--- src/rtl/serial_deser_422.sv ---
// Multi-channel RS-422 clock/enable/data receiver.
// Each channel synchronises its link, shifts bits on the selected edge, emits words.
module serial_deser_422 #(
    parameter int CHANNELS    = 2,
    parameter int WORD_W      = 8,
    parameter int SYNC_STAGES = 2,
    parameter int MSB_FIRST   = 1,
    parameter int EDGE_SEL    = 0
) (
    input  logic                       clk,
    input  logic                       RST,
    input  logic [CHANNELS-1:0]        CLK_IN,
    input  logic [CHANNELS-1:0]        EN_IN,
    input  logic [CHANNELS-1:0]        DATA_IN,
    output logic [CHANNELS*WORD_W-1:0] data_out,
    output logic [CHANNELS-1:0]        data_en,
    output logic [CHANNELS-1:0]        frame_err
);

    localparam int CW = $clog2(WORD_W + 1);
    localparam int AW = $clog2(SYNC_STAGES + 2);
    localparam logic [CW-1:0] LAST  = CW'(WORD_W - 1);
    localparam logic [AW-1:0] ARM_N = AW'(SYNC_STAGES + 1);

    for (genvar n = 0; n < CHANNELS; n++) begin : g_ch
        logic [SYNC_STAGES-1:0] clk_s;
        logic [SYNC_STAGES-1:0] en_s;
        logic [SYNC_STAGES-1:0] dat_s;
        logic                   clk_p;
        logic                   en_p;
        logic [AW-1:0]          arm_cnt;
        logic [WORD_W-1:0]      shift_q;
        logic [WORD_W-1:0]      shift_d;
        logic [WORD_W-1:0]      word_q;
        logic [CW-1:0]          cnt_q;
        logic                   den_q;
        logic                   ferr_q;
        logic                   clk_c;
        logic                   en_c;
        logic                   dat_c;
        logic                   armed;
        logic                   edge_ev;
        logic                   en_fall;

        assign clk_c   = clk_s[SYNC_STAGES-1];
        assign en_c    = en_s[SYNC_STAGES-1];
        assign dat_c   = dat_s[SYNC_STAGES-1];
        assign armed   = (arm_cnt == ARM_N);
        assign en_fall = en_p & ~en_c;

        // A level held through reset would look like an edge while the chain fills
        if (EDGE_SEL != 0) begin : g_fall
            assign edge_ev = armed & clk_p & ~clk_c;
        end else begin : g_rise
            assign edge_ev = armed & ~clk_p & clk_c;
        end

        if (MSB_FIRST != 0) begin : g_msb
            assign shift_d = {shift_q[WORD_W-2:0], dat_c};
        end else begin : g_lsb
            assign shift_d = {dat_c, shift_q[WORD_W-1:1]};
        end

        always_ff @(posedge clk) begin
            if (RST) begin
                clk_s   <= '0;
                en_s    <= '0;
                dat_s   <= '0;
                clk_p   <= 1'b0;
                en_p    <= 1'b0;
                arm_cnt <= '0;
                shift_q <= '0;
                word_q  <= '0;
                cnt_q   <= '0;
                den_q   <= 1'b0;
                ferr_q  <= 1'b0;
            end else begin
                clk_s  <= {clk_s[SYNC_STAGES-2:0], CLK_IN[n]};
                en_s   <= {en_s[SYNC_STAGES-2:0], EN_IN[n]};
                dat_s  <= {dat_s[SYNC_STAGES-2:0], DATA_IN[n]};
                clk_p  <= clk_c;
                en_p   <= en_c;
                den_q  <= 1'b0;
                ferr_q <= 1'b0;
                if (!armed) begin
                    arm_cnt <= arm_cnt + 1'b1;
                end
                if (en_fall) begin
                    if (cnt_q != '0) begin
                        ferr_q <= 1'b1;
                    end
                    cnt_q <= '0;
                end else if (edge_ev && en_c) begin
                    shift_q <= shift_d;
                    if (cnt_q == LAST) begin
                        word_q <= shift_d;
                        den_q  <= 1'b1;
                        cnt_q  <= '0;
                    end else begin
                        cnt_q <= cnt_q + 1'b1;
                    end
                end
            end
        end

        assign data_out[n*WORD_W +: WORD_W] = word_q;
        assign data_en[n]                   = den_q;
        assign frame_err[n]                 = ferr_q;
    end

endmodule

--- config.mk ---
export PLATFORM = sky130hd
export DESIGN_NAME = serial_deser_422
export DESIGN_NICKNAME = d
export VERILOG_FILES = /design/src/rtl/serial_deser_422.sv
export SDC_FILE = /design/constraint.sdc
export NUM_CORES = 1
export LEC_CHECK = 0
export ABC_AREA = 1
export BUFFER_PORTS_ARGS = -buffer_cell sky130_fd_sc_hd__buf_2
export CORE_ASPECT_RATIO = 1.75
export CORE_MARGIN = 3
export CORE_UTILIZATION = 38
export CTS_CLUSTER_DIAMETER = 200
export DETAILED_ROUTE_END_ITERATION = 6
export GPL_TIMING_DRIVEN = 0
export PLACE_DENSITY = 0.58
export SLEW_MARGIN = 20
export SYNTH_ARGS = -nofsm -noshare
export SYNTH_HDL_FRONTEND = slang
export SYNTH_SLANG_ARGS = --single-unit
--- constraint.sdc ---
create_clock -name clk -period 1.25 [get_ports clk]
set_input_delay 0.0625 -clock clk [delete_from_list [all_inputs] [get_ports clk]]
set_output_delay 0.0625 -clock clk [all_outputs]
set_load 0.01 [all_outputs]
==> impl_metrics.csv, run 1 <==
group,metric,value,unit
clock_network,path_clk_slew,0.07,ns
clock_network,cts.htree.levels,3,
synth,synth_nets,314,
global_routing,antenna_found_initial,0,
critical_path,cpMaxStageDelayCell,"dfxtp_2",
power,finalPower,0.00405,W
drt,first_iter_violations,80,
timing,slew_headroom,0.795,
drt,wl,4780,microns
clock_network,clk_latency,0.33,ns
power,p_leak,1.43,nW
critical_path,reg2reg_slack,0.05,ns
layout,insertedDiodeCount,0,
placed_design,place_hpwl,3270,microns
drt,drc,0,
clock_network,cts_sinks,62,
run_status,outcome,"finished, final reports clean",
drt,via_count,1965,
timing,finalClockSkew,0.00914,ns
synth,ys_seq_area_frac,0.511,
floorplan,row_count,38,
drt,ant_nets,0,
critical_path,path_buf_inv,1,
min_path,worst_hold_path_type,"register to register",
timing,finalSetupViolCount,0,
floorplan,die_x,66.5,microns
timing,slew_violations,0,
critical_path,rr_worst_depth,6,
global_routing,grt_pass1_vias,1882,
layout,layout-drive-gt1-share,0.279,
synth,ys_ff_latch,62,
synth,synthesis.area,2430,sq um
critical_path,r2r-end,"g_ch[0].shift_q[4]$_SDFFE_PP0P_",
clock_network,clockBufferDepth,2,
drt,drt-wirelength-per-cell,10.8,microns
clock_network,cts_root_buffer,"clkbuf_8",
synth,yosysUniqueCellTypes,26,
timing,fin_crit_sh,0.956,
layout,area_growth,30.8,%
global_routing,grt_pass1_wl,7870,microns
placed_design,place.port_buffers,27,
global_routing,gr-total-overflow,0,
synth,yosysWarnings,0,
placed_design,gp_congestion,0.731,
critical_path,setup.worst_path.start_class,"register",
floorplan,ioPinCount,28,
global_routing,grtUsageTotal,0.141,
power,powerDensity,1280,nW/um^2
floorplan,die_h,112,microns
clock_network,cts_made_buffers,9,
layout,layoutNonFillerInstCount,442,
critical_path,timing.rr.start,"g_ch[0].arm_cnt[1]$_SDFFE_PP0P_",
floorplan,core,6180,sq um
critical_path,critPathLaunch,"g_ch[0].arm_cnt[1]$_SDFFE_PP0P_",
critical_path,crit_type,"register to register",
critical_path,cpLargestDelayFamily,"flip-flops",
drt,via_per_inst,4.45,
critical_path,slowest_delay,0.35,ns
floorplan,start_util,0.393,
critical_path,worstPathCellList,"ha_4 > nand2_4 > nor2_8 > clkbuf_16 > nand2_1 > a21oi_2",
critical_path,cp.arrival,1.47,ns
timing,max_freq,837,MHz
timing,finalHoldViolCount,0,
timing,rsz0062_at_grt,"true",
layout,finalNetCount,371,
timing,setup_tns,0,ns
timing,period_needed,1.20,ns
placed_design,place_inst,407,
power,ir_drop,787,uV
timing,tightest_slew,0.307,ns
drt,dr.pass1.iters,4,
critical_path,cp_max_fo,7,
critical_path,end_kind,"register",
synth,postSynthCellCount,300,
critical_path,crit_end,"g_ch[0].shift_q[4]$_SDFFE_PP0P_",
clock_network,cts_tree,"built",
critical_path,cp.depth,6,
global_routing,grt_max_degree,11,
critical_path,cp.required,1.53,ns
synth,synth.avg_cell_area,8.10,sq um
flow_run,max-cap-violations,0,
floorplan,die_area,7430,sq um
## per-stage QoR
| step | instance area, sq um | hold slack (ns) | worst slack (ns) | utilization |
|---|---|---|---|---|
| 3_3_place_gp | 2670 | 0.264 | -0.119 | 0.431 |
| 5_1_grt | 3180 | 0.416 | -0.00666 | 0.514 |
| 2_1_floorplan | 2430 | 0.145 | 0.0352 | - |
| 6_report | 3180 | 0.402 | 0.0547 | 0.514 |
| 3_5_place_dp | 2670 | 0.268 | -0.130 | 0.431 |
| 4_1_cts | 3070 | 0.405 | 0.0123 | 0.496 |
## worst min path at each step
stage / startpoint / endpoint / cells past startpoint
after detailed placement: DATA_IN[1] / g_ch[1].dat_s[0]$_SDFF_PP0_ / 3
after CTS: g_ch[1].clk_s[0]$_SDFF_PP0_ / g_ch[1].clk_s[1]$_SDFF_PP0_ / 2
final: g_ch[1].clk_s[0]$_SDFF_PP0_ / g_ch[1].clk_s[1]$_SDFF_PP0_ / 2
after global placement: CLK_IN[0] / g_ch[0].clk_s[0]$_SDFF_PP0_ / 3
after floorplan: RST / g_ch[1].den_q$_SDFF_PP0_ / 1
after global routing: g_ch[1].dat_s[0]$_SDFF_PP0_ / g_ch[1].dat_s[1]$_SDFF_PP0_ / 2
## layout make-up
cell class                 instances  area [sq um]
buffer                            13          98.8
clock buffer                      12           155
clock inverter                     4          45.0
fill                             608          3000
inverter                          31           116
multi-input combinational        194          1070
sequential                        62          1260
tap                               80           100
timing repair buffer              46           337
## timing repair
action / CTS / global route
buffers inserted: 8 / 3
setup endpoints to repair: 36 / 31
gates cloned: 0 / 1
hold buffers: 7 / 0
endpoints found under the hold margin: 7 / 0
pin swaps: 7 / 10
gates resized for setup: 18 / 17
## synth_stat cells
cell type | instances | area (sq um)
nand4_1 | 2 | 12.5
buf_6 | 1 | 11.3
inv_1 | 30 | 113
a21oi_1 | 9 | 45.0
a31oi_1 | 2 | 12.5
buf_8 | 1 | 15.0
buf_4 | 5 | 37.5
nand2_1 | 69 | 259
a21boi_0 | 1 | 7.51
xor2_1 | 1 | 8.76
nand2_2 | 2 | 12.5
nand2_4 | 2 | 22.5
nand3b_1 | 7 | 52.6
clkbuf_1 | 1 | 3.75
o21ai_1 | 9 | 45.0
nor2_8 | 2 | 40.0
nor2_4 | 4 | 45.0
ha_1 | 6 | 75.1
o21ai_0 | 2 | 10.0
a21boi_1 | 1 | 7.51
inv_2 | 1 | 3.75
dfxtp_1 | 62 | 1240
a21oi_2 | 5 | 43.8
buf_2 | 5 | 25.0
nor2_1 | 55 | 206
nand3_1 | 15 | 75.1
## placed cells by master, fill, tap and decap left out, types with 2 or more instances in the layout
| cell | count |
|---|---|
| nor2_8 | 2 |
| dfxtp_4 | 4 |
| o21ai_0 | 2 |
| buf_6 | 4 |
| dfxtp_1 | 54 |
| dlygate4sd3_1 | 7 |
| buf_2 | 31 |
| nand2_2 | 4 |
| buf_4 | 13 |
| nand2_4 | 2 |
| a21oi_1 | 8 |
| nand3_1 | 13 |
| clkinv_2 | 3 |
| nor2_1 | 55 |
| nand4_1 | 2 |
| nand2_1 | 66 |
| ha_4 | 4 |
| inv_1 | 30 |
| ha_1 | 2 |
| dfxtp_2 | 4 |
| clkbuf_8 | 11 |
| nand3b_1 | 7 |
| nand3_2 | 2 |
| nor2_4 | 4 |
| a21oi_2 | 6 |
| a31oi_1 | 2 |
| o21ai_1 | 9 |
## layer usage
metal	up-vias	global-route usage	share of wire
met5	-	0	0
met4	0	0.0733	0.028
met3	10	0.0565	0.036
met2	27	0.253	0.56
met1	888	0.131	0.38
li1	1040	-	-
## sequential cells by signal (all words and copies together), names as in the netlist
name and count:
g_ch.word_q 16, g_ch.shift_q 14, g_ch.cnt_q 8, g_ch.arm_cnt 4, g_ch.clk_s 4, g_ch.dat_s 4, g_ch.en_s 4, g_ch.clk_p 2
g_ch.den_q 2, g_ch.en_p 2, g_ch.ferr_q 2
## cells by family after synthesis
logic type               count (synthesis)  synth area share
AND/OR/NAND/NOR                        158             0.299
flip-flops                              62             0.511
adder cells (fa/ha/maj)                  6            0.0309
XOR/XNOR                                 1           0.00360
AO/OA/AOI/OAI                           29            0.0705
buffers and inverters                   44            0.0859
## power by group
group / leakage [nW] / total, W / internal [W] / switching, W
Clock: 0.106 / 0.00175 / 0.00102 / 0.000728
Sequential: 0.508 / 0.00207 / 0.00203 / 0.0000433
Combinational: 0.821 / 0.000234 / 0.000112 / 0.000122
## worst register-to-register path, stage by stage (launching register included)
cell	delay [ns]
dfxtp_2	0.35
ha_4	0.16
nand2_4	0.06
nor2_8	0.20
clkbuf_16	0.19
nand2_1	0.06
a21oi_2	0.12
(Power assumes the default switching activity.)
==> inputs of run 2 (changes only) <==
--- a/config.mk
+++ b/config.mk
@@ -7,7 +7,6 @@
 export LEC_CHECK = 0
 export ABC_AREA = 1
 export BUFFER_PORTS_ARGS = -buffer_cell sky130_fd_sc_hd__buf_2
-export CORE_ASPECT_RATIO = 1.75
 export CORE_MARGIN = 3
 export CORE_UTILIZATION = 38
 export CTS_CLUSTER_DIAMETER = 200
==> run 2 against run 1 <==
Net effect:
- global-route usage down 0.17 points
- via count barely moved
- largest power group unchanged
- register-to-register slack lost 0.04 ns
- flip-flop and latch count is the same
- clock power hardly changed
- non-clock buffer count is 7 higher
- core utilization grew 2.1 points
- combinational power increased by 15%
- die area down 0.50%
- critical path type unchanged
==> impl_metrics.csv, run 2 (synthesis results as in run 1) <==
group,metric,value,unit
drt,wl_met1,2330,microns
drt,drc,0,
layout,layoutNonFillerInstCount,444,
global_routing,grt_pass1_wl,8040,microns
layout,layout_commonest_cell,"nand2_1",
clock_network,cts.htree.levels,3,
drt,via_count,1966,
drt,via_per_inst,4.43,
floorplan,die_h,86.0,microns
clock_network,clockBufferDepth,2,
layout,final_cell_mix,"59 x nand2_1, 54 x nor2_1, 54 x dfxtp_1",
layout,largest_reg_flops,16,
floorplan,ioPinCount,28,
critical_path,crit_end,"g_ch[0].cnt_q[3]$_SDFFE_PP0P_",
timing,finalSetupViolCount,0,
global_routing,grt_pass1_vias,1825,
placed_design,gp_congestion,0.793,
drt,top_layer_used,"met4",
timing,max_freq,806,MHz
critical_path,critPathLaunch,"g_ch[0].arm_cnt[0]$_SDFFE_PP0P_",
drt,wl_met2,2100,microns
critical_path,crit_type,"register to register",
drt,wl,4740,microns
global_routing,gr-total-overflow,0,
floorplan,core,6060,sq um
timing,rsz0062_at_grt,"true",
global_routing,antenna_found_initial,0,
timing,holdWs,0.401,ns
min_path,worst_hold_path_type,"register to register",
critical_path,timing.rr.start,"g_ch[0].arm_cnt[0]$_SDFFE_PP0P_",
clock_network,clk_latency,0.34,ns
layout,regArea,1260,sq um
critical_path,rr_worst_depth,8,
placed_design,place_area,2660,sq um
power,powerDensity,1270,nW/um^2
timing,fin_crit_sh,0.992,
timing,finalClockSkew,0.0109,ns
layout,nFillCells,588,
placed_design,place_hpwl,3010,microns
critical_path,setup.worst_path.start_class,"register",
global_routing,grtUsageTotal,0.139,
power,ir_drop,723,uV
drt,dr.pass1.iters,4,
timing,slew_headroom,0.802,
clock_network,cts_sinks,62,
critical_path,reg2reg_slack,0.01,ns
flow_run,max-cap-violations,0,
critical_path,cp_max_fo,8,
timing,period_needed,1.24,ns
drt,first_iter_violations,74,
floorplan,die_x,86.0,microns
critical_path,cp.arrival,1.52,ns
drt,ant_nets,0,
floorplan,die_area,7390,sq um
timing,finalHoldViolCount,0,
layout,layout-drive-gt1-share,0.314,
power,p_leak,1.50,nW
critical_path,end_kind,"register",
layout,regMostFlops,"g_ch.word_q",
layout,multi_input_area,1100,sq um
power,finalPower,0.00412,W
layout,area_growth,33.6,%
clock_network,cts_made_buffers,9,
critical_path,r2r-end,"g_ch[0].cnt_q[3]$_SDFFE_PP0P_",
global_routing,grt_max_degree,11,
clock_network,cts_tree,"built",
placed_design,place.port_buffers,27,
run_status,outcome,"finished, final reports clean",
layout,reg.largest.list,"g_ch.word_q: 16 flops, g_ch.shift_q: 14 flops, g_ch.cnt_q: 8 flops",
floorplan,start_util,0.401,
clock_network,path_clk_slew,0.07,ns
timing,slew_violations,0,
drt,drt-wirelength-per-cell,10.7,microns
drt,wl_met3,237,microns
placed_design,place_inst,402,
critical_path,cp.required,1.53,ns
layout,insertedDiodeCount,0,
layout,finalNetCount,378,
layout,design_area,3250,sq um
clock_network,cts_root_buffer,"clkbuf_8",
timing,tightest_slew,0.295,ns
floorplan,row_count,28,
-- run 2: cell types whose count changed in the layout (fill, tap and decap cells not counted), moves of 2 or more --
| cell | previous run | this run |
|---|---|---|
| o21ai_2 | 0 | 3 |
| nand2_1 | 66 | 59 |
| nand2_4 | 2 | 5 |
| nand2_2 | 4 | 8 |
| o21ai_1 | 9 | 6 |
| clkinv_2 | 3 | 1 |
| buf_4 | 13 | 20 |
| buf_2 | 31 | 33 |
-- run 2: layer usage --
| layer | up-vias | global-route usage |
|---|---|---|
| met2 | 40 | 0.216 |
| li1 | 1055 | - |
| met4 | 0 | 0.0777 |
| met3 | 5 | 0.0471 |
| met5 | - | 0 |
| met1 | 866 | 0.169 |
-- run 2: final cells by class --
cell class                      count  area share
Inverter                           31      0.0358
Buffer                             13      0.0297
Timing Repair Buffer               53       0.115
Sequential cell                    62       0.388
Multi-Input combinational cell    194       0.340
Clock inverter                      3      0.0131
Tap cell                           75      0.0289
Clock buffer                       13      0.0489
-- run 2: per-stage QoR --
step | setup TNS [ns] | setup WS, ns | utilization
CTS | 0 | 0.00201 | 0.504
detailed placement | -2.38 | -0.110 | 0.439
finish | 0 | 0.0100 | 0.536
floorplan | 0 | 0.0352 | -
global placement | -2.09 | -0.105 | 0.439
global route | -0.618 | -0.0612 | 0.536
-- run 2: report_power, final --
group | leakage [nW] | switching [W] | internal (W) | total [W]
logic | 0.890 | 0.000130 | 0.000138 | 0.000268
clock network | 0.0996 | 0.000750 | 0.00103 | 0.00178
registers | 0.508 | 0.0000402 | 0.00203 | 0.00207
total | 1.50 | 0.000921 | 0.00319 | 0.00412
-- run 2: worst min path at each step --
stage	start	end	slack (ns)	cells past startpoint
after global routing	g_ch[0].clk_s[0]$_SDFF_PP0_	g_ch[0].clk_s[1]$_SDFF_PP0_	0.42	2
after CTS	g_ch[0].clk_s[0]$_SDFF_PP0_	g_ch[0].clk_s[1]$_SDFF_PP0_	0.40	2
after global placement	EN_IN[1]	g_ch[1].en_s[0]$_SDFF_PP0_	0.27	3
after detailed placement	CLK_IN[0]	g_ch[0].clk_s[0]$_SDFF_PP0_	0.27	3
after floorplan	RST	g_ch[1].den_q$_SDFF_PP0_	0.14	1
final	g_ch[0].clk_s[0]$_SDFF_PP0_	g_ch[0].clk_s[1]$_SDFF_PP0_	0.40	2
-- run 2: what timing repair did --
item                                    in CTS  in global routing
hold endpoints to repair                     7                  0
pin swaps                                    8                 24
hold buffers                                 7                  0
gates resized for setup                     18                 29
endpoints found under the setup margin      36                 35
buffers inserted                             7                 10
gates cloned                                 1                  1
-- run 2: worst max-delay path, cell delays in order (launching register included) --
cell     delay (ns)
dfxtp_2        0.36
ha_4           0.16
nand2_4        0.06
nor2_8         0.21
buf_6          0.14
nand2_4        0.04
nand2_2        0.07
nand2_1        0.06
nor2_1         0.08
==> inputs of run 3 (changes only) <==
--- a/config.mk
+++ b/config.mk
@@ -5,14 +5,14 @@
 export SDC_FILE = /design/constraint.sdc
 export NUM_CORES = 1
 export LEC_CHECK = 0
-export ABC_AREA = 1
+export ABC_AREA = 0
 export BUFFER_PORTS_ARGS = -buffer_cell sky130_fd_sc_hd__buf_2
 export CORE_MARGIN = 3
-export CORE_UTILIZATION = 38
+export CORE_UTILIZATION = 51
 export CTS_CLUSTER_DIAMETER = 200
 export DETAILED_ROUTE_END_ITERATION = 6
 export GPL_TIMING_DRIVEN = 0
-export PLACE_DENSITY = 0.58
+export PLACE_DENSITY = 0.74
 export SLEW_MARGIN = 20
 export SYNTH_ARGS = -nofsm -noshare
 export SYNTH_HDL_FRONTEND = slang
==> run 3 against run 2 <==
Net effect:
- the run now ends with setup timing left
- first-iteration DRC count rose by 50%
- critical endpoint unchanged
- routed wire length grew 17%
- setup slack worse by 0.17 ns
- largest cell class unchanged
- synthesized cell count fell by 16%
- critical path type unchanged
- clock skew down 0.0019 ns
==> impl_metrics.csv, run 3 <==
group,metric,value,unit
placed_design,place_hpwl,2930,microns
timing,finalClockSkew,0.00892,ns
critical_path,cpMaxStageDelayCell,"or4_4",
global_routing,grt_use_met2,0.292,
power,p_leak,1.33,nW
timing,fin_crit_sh,1.12,
synth,ys_async_sr_fraction,0,
drt,first_iter_violations,111,
clock_network,cts_tree,"built",
clock_network,cts_sinks,62,
clock_network,clk_latency,0.34,ns
layout,insertedDiodeCount,0,
drt,via_count,1947,
critical_path,worstPathCellList,"ha_4 > and3b_1 > buf_6 > or4_4 > a21oi_2",
critical_path,path_buf_inv,1,
global_routing,grt_pass1_vias,1738,
layout,layout-drive-gt1-share,0.383,
timing,finalSetupViolCount,27,
synth,ys_seq_area_frac,0.525,
drt,via_per_inst,5.29,
synth,yosysWarnings,0,
floorplan,die_area,5490,sq um
layout,layout_commonest_cell,"dfxtp_1",
global_routing,use_met1,0.214,
timing,finalHoldViolCount,0,
global_routing,grt_max_degree,11,
critical_path,end_kind,"register",
floorplan,ioPinCount,28,
synth,synth_area_leaders,"dfxtp_1 53%, a21oi_1 6.4%, nand2_1 5.6%",
drt,drc,0,
timing,rsz0062_at_grt,"true",
clock_network,cts.htree.levels,3,
synth,synth_edf_count,0,
timing,slew_violations,0,
synth,synthTopCellsByCount,"62 x dfxtp_1, 35 x nand2_1, 30 x a21oi_1",
layout,finalNetCount,326,
critical_path,slowest_delay,0.42,ns
synth,synth_nets,265,
drt,drt-wirelength-per-cell,15.1,microns
clock_network,cts_made_buffers,9,
synth,synth_most_common_cell,"dfxtp_1",
drt,ant_nets,0,
floorplan,die_x,74.1,microns
synth,synth.avg_cell_area,9.42,sq um
critical_path,cp.required,1.52,ns
synth,synthesis.area,2360,sq um
layout,design_area,3250,sq um
timing,period_needed,1.41,ns
critical_path,cpLargestDelayFamily,"simple AND/OR/NAND/NOR gates",
global_routing,grtUsageTotal,0.183,
global_routing,grt.met3_usage,0.0905,
power,powerDensity,1180,nW/um^2
critical_path,cp_max_fo,7,
clock_network,cts_root_buffer,"clkbuf_8",
power,finalPower,0.00382,W
power,ir_drop,954,uV
layout,regMostFlops,"g_ch.word_q",
timing,setup_tns,-1.15,ns
placed_design,gp_congestion,0.724,
layout,largest_reg_flops,16,
global_routing,grt_pass1_wl,7530,microns
synth,postSynthCellCount,251,
critical_path,reg2reg_slack,-0.16,ns
layout,area_growth,37.6,%
synth,yosysUniqueCellTypes,28,
run_status,outcome,"complete, but fails checks",
synth,synth_top_cell_by_area,"dfxtp_1",
synth,ys_ff_latch,62,
floorplan,row_count,24,
min_path,worstHoldPathCells,3,
critical_path,cp.arrival,1.68,ns
min_path,hold_path_startpoint,"RST",
layout,utilization,0.737,
timing,tightest_slew,0.643,ns
synth,yosys.area.top_type_share,0.525,
floorplan,die_h,74.1,microns
critical_path,timing.rr.start,"g_ch[0].cnt_q[1]$_SDFFE_PP0P_",
clock_network,clockBufferDepth,2,
synth,synth-main-ff-cell,"dfxtp_1",
placed_design,place_area,2620,sq um
floorplan,core,4410,sq um
layout,reg.largest.list,"g_ch.word_q: 16 flops, g_ch.shift_q: 14 flops, g_ch.cnt_q: 8 flops",
critical_path,rr_worst_depth,5,
drt,dr.pass1.iters,4,
clock_network,path_clk_slew,0.06,ns
layout,nFillCells,301,
placed_design,place_inst,329,
run_status,violations,"setup timing",
global_routing,antenna_found_initial,0,
critical_path,r2r-end,"g_ch[0].cnt_q[3]$_SDFFE_PP0P_",
layout,layoutNonFillerInstCount,368,
timing,slew_headroom,0.571,
timing,max_freq,712,MHz
critical_path,setup.worst_path.start_class,"register",
placed_design,place.port_buffers,26,
timing,finalWorstSetupSlack,-0.155,ns
global_routing,gr-total-overflow,0,
min_path,holdPathEnd,"g_ch[1].word_q[2]$_SDFFE_PP0P_",
critical_path,crit_type,"register to register",
drt,wl,5570,microns
flow_run,max-cap-violations,0,
min_path,worst_hold_path_type,"input port to register",
floorplan,start_util,0.535,
global_routing,top_usage_layer,"met2",
layout,final_cell_mix,"54 x dfxtp_1, 29 x buf_2, 28 x nand2_1",
[run 3: changes by cell type after synthesis, moves of 6 or more]
cell and change:
o21ai_1 -9, nor2b_1 +16, a21bo_2 +8, nand2_1 -34, mux2i_1 +10, a21oi_1 +21
inv_1 -24, nand2b_1 +20, nor2_1 -48, clkbuf_1 +7, nand3b_1 -6
[run 3: through the flow]
| step | hold WS (ns) | setup slack [ns] |
|---|---|---|
| after detailed placement | 0.278 | -0.154 |
| final | 0.280 | -0.155 |
| after global routing | 0.309 | -0.207 |
| after floorplan | 0.191 | -0.0896 |
| after global placement | 0.270 | -0.144 |
| after CTS | 0.271 | -0.136 |
[run 3: power by group]
part / internal, W / leakage [nW] / switching (W)
sequential: 0.00203 / 0.506 / 0.0000394
clock: 0.000816 / 0.0865 / 0.000715
combinational: 0.000119 / 0.741 / 0.0000986
[run 3: worst max-delay path by stage]
| stage | start | slack [ns] | to | depth (start not counted) |
|---|---|---|---|---|
| after detailed placement | g_ch[0].cnt_q[0]$_SDFFE_PP0P_ | -0.15 | g_ch[0].word_q[7]$_SDFFE_PP0P_ | 6 |
| final | g_ch[0].cnt_q[1]$_SDFFE_PP0P_ | -0.16 | g_ch[0].cnt_q[3]$_SDFFE_PP0P_ | 5 |
| after global placement | g_ch[0].cnt_q[0]$_SDFFE_PP0P_ | -0.14 | g_ch[0].word_q[7]$_SDFFE_PP0P_ | 6 |
| after floorplan | g_ch[0].cnt_q[0]$_SDFFE_PP0P_ | -0.09 | g_ch[0].cnt_q[3]$_SDFFE_PP0P_ | 5 |
| after CTS | g_ch[0].cnt_q[0]$_SDFFE_PP0P_ | -0.14 | g_ch[0].cnt_q[3]$_SDFFE_PP0P_ | 5 |
| after global routing | g_ch[0].arm_cnt[0]$_SDFFE_PP0P_ | -0.21 | g_ch[0].cnt_q[3]$_SDFFE_PP0P_ | 4 |
[run 3: final cells by class]
class	instances	area, sq um	share of cell area
multi-input cells	164	1220	0.374
plain buffers	18	131	0.0404
clock inverters	1	5.00	0.00154
well taps	52	65.1	0.0200
clock buffers	14	163	0.0500
repair buffers	51	399	0.123
flip-flops and latches	62	1250	0.385
inverters	6	22.5	0.00692
[run 3: cell families (layout without fill, tap and decap cells)]
kind of cell             Yosys count  after routing  synth area share
adder cells (fa/ha/maj)            6              6            0.0318
flip-flops                        62             62             0.525
multiplexers                      10             10            0.0424
AO/OA/AOI/OAI                     44             44             0.112
XOR/XNOR                           2              2           0.00741
buffers and inverters             25             90            0.0514
AND/OR/NAND/NOR                  102            102             0.230
[run 3: layer usage]
layer  share of wire  vias to the layer above
met2            0.51                       55
met4           0.017                        0
met3           0.058                       14
met1            0.42                      929
li1                -                      949
met5               0                        -
[run 3: worst reg2reg max path, cell delays in order (launching register included)]
cell and delay, ns:
dfxtp_2 0.34, ha_4 0.15, and3b_1 0.16, buf_6 0.14
or4_4 0.42, a21oi_2 0.13
[run 3: what timing repair did]
| action | in CTS | in global routing |
|---|---|---|
| pin swaps | 4 | 19 |
| resized for setup | 12 | 47 |
| gates cloned | 1 | 2 |
| setup buffers | 13 | 3 |
| setup endpoints to repair | 38 | 38 |
| hold endpoints to repair | 6 | 0 |
| hold buffers | 6 | 0 |
